File: src/rtl/instr_fetch.sv
// Instruction fetch stage: owns the PC, fetches words over a req/ack memory port
// and hands each word with its PC to decode over a valid/ready handshake.
module instr_fetch #(
   parameter int unsigned     PC_W     = 9,
   parameter logic [PC_W-1:0] RESET_PC = '0
) (
   input  logic            clk,
   input  logic            reset,
   output logic            imem_req,
   output logic [PC_W-1:0] imem_addr,
   input  logic            imem_ack,
   input  logic [31:0]     imem_rdata,
   output logic            instr_valid,
   input  logic            instr_ready,
   output logic [31:0]     instr,
   output logic [6:0]      Opcode,
   output logic [PC_W-1:0] pc,
   output logic            illegal,
   input  logic            branch_taken,
   input  logic [PC_W-1:0] branch_target
);

   localparam logic [31:0]     NOP_INSTR = 32'h0000_0013;
   localparam logic [PC_W-1:0] PC_STEP   = PC_W'(4);

   typedef enum logic [1:0] {
      IDLE  = 2'd0,
      FETCH = 2'd1,
      HOLD  = 2'd2
   } state_t;

   state_t          r_state;
   state_t          w_state_next;
   logic [PC_W-1:0] r_pc_q;
   logic [PC_W-1:0] w_pc_q_next;
   logic [PC_W-1:0] r_pc;
   logic [PC_W-1:0] w_pc_next;
   logic [31:0]     r_instr;
   logic [31:0]     w_instr_next;
   logic            r_illegal;
   logic            w_illegal_next;
   logic            w_rdata_illegal;
   logic            w_unused;

   // Target alignment drops the low two bits, so they never reach the PC.
   assign w_unused = &{1'b0, branch_target[1:0]};

   always_comb begin
      w_rdata_illegal = 1'b1;
      case (imem_rdata[6:0])
         7'b0110011,
         7'b0000011,
         7'b0010011,
         7'b0100011,
         7'b1100011: w_rdata_illegal = 1'b0;
         default:    w_rdata_illegal = 1'b1;
      endcase
   end

   always_ff @(posedge clk or posedge reset) begin
      if (reset) begin
         r_state   <= IDLE;
         r_pc_q    <= RESET_PC;
         r_pc      <= RESET_PC;
         r_instr   <= NOP_INSTR;
         r_illegal <= 1'b0;
      end else begin
         r_state   <= w_state_next;
         r_pc_q    <= w_pc_q_next;
         r_pc      <= w_pc_next;
         r_instr   <= w_instr_next;
         r_illegal <= w_illegal_next;
      end
   end

   always_comb begin
      w_state_next   = r_state;
      w_pc_q_next    = r_pc_q;
      w_pc_next      = r_pc;
      w_instr_next   = r_instr;
      w_illegal_next = r_illegal;
      case (r_state)
         IDLE: begin
            w_state_next = FETCH;
         end
         FETCH: begin
            if (imem_ack) begin
               w_instr_next   = imem_rdata;
               w_pc_next      = r_pc_q;
               w_illegal_next = w_rdata_illegal;
               w_state_next   = HOLD;
            end
         end
         HOLD: begin
            if (instr_ready) begin
               // Sequential increment wraps naturally at PC_W bits.
               if (branch_taken) begin
                  w_pc_q_next = {branch_target[PC_W-1:2], 2'b00};
               end else begin
                  w_pc_q_next = r_pc_q + PC_STEP;
               end
               w_state_next = FETCH;
            end
         end
         default: begin
            w_state_next = IDLE;
         end
      endcase
   end

   // Handshake outputs come straight from registered state; no input reaches them.
   assign imem_req    = (r_state == FETCH);
   assign imem_addr   = r_pc_q;
   assign instr_valid = (r_state == HOLD);
   assign instr       = r_instr;
   assign Opcode      = r_instr[6:0];
   assign pc          = r_pc;
   assign illegal     = r_illegal;

endmodule

File: config.mk
export PLATFORM = sky130hd
export DESIGN_NAME = instr_fetch
export DESIGN_NICKNAME = d
export VERILOG_FILES = /design/src/rtl/instr_fetch.sv
export SDC_FILE = /design/constraint.sdc
export NUM_CORES = 1
export LEC_CHECK = 0
export ABC_CLOCK_PERIOD_IN_PS = 1400
export CAP_MARGIN = 25
export CORE_ASPECT_RATIO = 0.8
export CORE_UTILIZATION = 36
export CTS_CLUSTER_SIZE = 14
export DETAILED_ROUTE_END_ITERATION = 10
export PLACE_DENSITY = 0.76
export SKIP_CTS_REPAIR_TIMING = 1
export SYNTH_ARGS = -nofsm -noshare
export SYNTH_HDL_FRONTEND = slang
export SYNTH_SLANG_ARGS = --single-unit
File: constraint.sdc
create_clock -name clk -period 1.4 [get_ports clk]
set_input_delay 0.14 -clock clk [delete_from_list [all_inputs] [get_ports clk]]
set_output_delay 0.14 -clock clk [all_outputs]
set_load 0.1 [all_outputs]
Yosys cells after proc, flatten, opt, wreduce, memory -nomap -nowiden:

Cells that the tools add are included.
Widths: inputs -> output; s select.

* $add $sub $neg: 1
* eq/ne operators: 9
* mux-type cells: 5
* reduce and logical (&&, ||, !) cells: 5

Operators by type and width (count)
* $eq 7x6->1 const B: 2
* $add 9x3->9 const B: 1
* $mux 9: 1
* $eq 7x2->1 const B: 1
* $eq 7x5->1 const B: 1
* $eq 7x7->1 const B: 1
* $pmux 2 s3: 1
* $reduce_and 2->1: 3
* $reduce_or 5->1: 1
* $mux 2: 2
* $ne 2x1->1 const B: 2
* $eq 2x1->1 const B: 1
* $eq 2x2->1 const B: 1
* $logic_not 2->1: 1
* $mux 1: 1

* flip-flop bits (word level): 53
* input bits: 46
* word-level logic and storage cells: 25

Longest topological paths before layout:

* word-level depth: 3
* gate-level depth with buffers: 5
* gate-level depth less buffers: 4

Worst setup path after synthesis:

Ideal clock, no wire load.

* path kind: flip-flop to flip-flop
* start point: reg r_state[0]
* end point: reg r_state[1]
* data arrival time: 2124 ps
* required time: 1330 ps
* slack: -794 ps
* cell stages (with the launch flop): 3
* path buffers: 0
* path through: dfrtp_1 nor2b_1 a22o_1

* cells in the longest elaborated chain, start to end: 3

Ends and longest elaborated chain
* start: declaration: RTL line 32 `state_t r_state;`
* start signal: assignment: RTL line 68 `r_state <= w_state_next;`
* $eq 2x1->1 *
* net imem_req: RTL line 9 `output logic imem_req,`
* $ne 2x1->1 (no source line)
* $reduce_and 2->1 (no source line)

The timed path passes the listed nets; every way through them passes the cells marked *.
A chain may end at the register's enable or synchronous reset.

Worst setup path in the final report:

* start point: reg r_state[1]
* end point: out instr_valid

* cells in the longest elaborated chain, start to end: 1

Ends and longest elaborated chain
* $eq 2x2->1: RTL line 114 `assign instr_valid = (r_state == HOLD);`
* end: declaration: RTL line 13 `output logic instr_valid,`

Every way passes these cells.

==> flow_summary.ini <==
[outcome]
status = finished clean

[placement]
portBuffers = 99
pre_cts_ws_ps = -77.6
dpl_cell_area_um2 = 3860
dp_hpwl_um = 3930
gp_congestion = 0.754

[clock_tree]
clockBufferDepth = 2
numCtsBuffers = 5
cts_tree = yes
cts.sinks = 49
root_buffer = clkbuf_8
clock_latency_ps = 290
clk_pin_slew_ps = 80
h-tree-depth = 2

[floorplan]
die_h_um = 71.3
rows = 24
die_w_um = 88.7
core_area_um2 = 5620
initial_core_util_pct = 38.5
die_area_um2 = 6330
ios = 106

[final_layout]
final_cell_mix = buf_12, clkdlybuf4s50_1, mux2_2, dfrtp_1, dfrtp_2
area_growth_pct = 82.5
fill_cells = 401
seq_area_um2 = 1250
layout-drive-gt1-share_pct = 49.4
nets = 313
final_common_cell = buf_12
multi_input_area_um2 = 825
final_cell_area_um2 = 3950
antenna_cells = 0

[sta]
hold_viol = 0
fin_crit_sh_pct = 96.5
fmax_mhz = 740
layout_min_cycle_time_ps = 1350
report.final.slew_viol_count = 0
worst_slack_ps = 49.1
setup_violations = 0
skew_ps = 1.21

[detailed_routing]
routed_via_density = 4.66
drtIter0Drc = 51
drt-wirelength-per-cell_um = 14.5
ant_nets = 0
wl_um = 5020
post-route-drc-count = 0
vias = 1606
dr.pass1.iters = 4

[synth]
synth.area.mux_share_pct = 21.1
yosysSeqAreaShare_pct = 56.9
synth_edf_count = 0
synth_simple_gate_area_share_pct = 8.56
syn_avg_cell_area_um2 = 13.3
synth-compound-area-share_pct = 5.96
yosys.area_share.adder_pct = 0.578
synth_seq_cells = 49
syn-cell-area_um2 = 2160
synth_cell_types = 35
syn_inst = 163
async_flop_share_pct = 100
yosysWarnings = 0
synthXorXnorAreaFrac_pct = 0
synth_top_family_by_area = multiplexers
synth_ff_type = dfrtp_1

[global_routing]
grt_pass1_vias = 1700
use_met2_pct = 28.2
antenna_found_initial = 0
grt_use_total_pct = 16.5
grt_max_degree = 50
grt.busiest_layer = met2
grt-ovfl-total = 0
gr-usage-met1_pct = 21.0
use_met3_pct = 5.07
grt_first_pass_wirelength_um = 8060

[critical_path]
required_ps = 1260
critPathTopFamily = flip-flops
cp.arrival_ps = 1210
crit_type = reg2out
slowest_delay_ps = 410
path_max_fanout = 4
slowest_stage = dfrtp_1
cp-end-kind = output port
cp-start-kind = flip-flop
path_cells = buf_6 > and2b_2 > buf_12
critical_path_buf_inv_count = 2

[run]
max_cap_viol_count = 0

[worst_hold_path]
hold_path.class = in2async
==> sequential cells by signal (all words and copies together), names as in the netlist <==
name and cells:
illegal 1, r_state 2, pc 7, instr 32, imem_addr 7
==> metal layers <==
metal  vias up  part of all wire, %  routed length (um)
li1        760                    -                   -
met1       783                   41                2080
met2        60                   51                2570
met3         3                  7.2                 359
met4         0                 0.28                  14
met5         -                    0                   0
==> path summary, 6_finish.rpt <==
kind | from | to | slack, ps | depth (start not counted)
worst min-delay path | reset | instr[19] | 200 | 3
worst max register to register | r_state[1] | pc[2] | 50 | 4
max in group asynchronous | reset | instr[4] | 930 | 3
worst max-delay path | r_state[1] | instr_valid | 50 | 3
worst min register to register | pc[7] | pc[7] | 540 | 2
min in group clk | branch_target[2] | imem_addr[2] | 460 | 3
==> final cells by class <==
type,instances,area share [%]
clock buffers,8,2.03
multi-input cells,95,20.9
inverters,4,0.380
well taps,78,2.47
flip-flops and latches,49,31.6
repair buffers,111,42.6
==> kinds of logic after synthesis <==
family | count (synthesis)
adder cells (fa/ha/maj) | 1
AO/OA/AOI/OAI | 19
multiplexers | 40
other | 1
AND/OR/NAND/NOR | 31
buffers and inverters | 22
flip-flops | 49
==> cells in the mapped netlist (2+ instances only) <==
| library cell | number | area, um^2 |
|---|---|---|
| mux2_2 | 35 | 394 |
| a211o_1 | 2 | 17.5 |
| a22o_1 | 3 | 26.3 |
| dfrtp_1 | 46 | 1150 |
| o21ai_0 | 8 | 40.0 |
| mux2_4 | 2 | 30.0 |
| nand3_1 | 2 | 10.0 |
| mux2_1 | 2 | 22.5 |
| nand3_2 | 2 | 20.0 |
| nand2_1 | 8 | 30.0 |
| nand4_1 | 2 | 12.5 |
| buf_2 | 3 | 15.0 |
| dfstp_2 | 3 | 78.8 |
| and3_1 | 2 | 12.5 |
| a22oi_1 | 2 | 15.0 |
| nor2_1 | 6 | 22.5 |
| inv_1 | 4 | 15.0 |
| buf_4 | 14 | 105 |
==> worst reg2reg max path: stages (launching register included) <==
cell and delay, ps:
dfrtp_1 410, buf_4 150, nand3b_4 190, buf_4 180, mux2_1 310
==> metrics by stage <==
stage,TNS [ps],util [%],std cells,hold WS (ps)
floorplan,-294,-,166,280
global placement,-21.6,68.7,336,522
detailed placement,-647,68.7,336,528
CTS,-8.81,70.1,344,205
global route,-2.75,70.3,345,238
finish,0,70.3,345,201
Power is not shown: default switching activity piles up to over one toggle a cycle in this logic, so the estimate is an artifact.
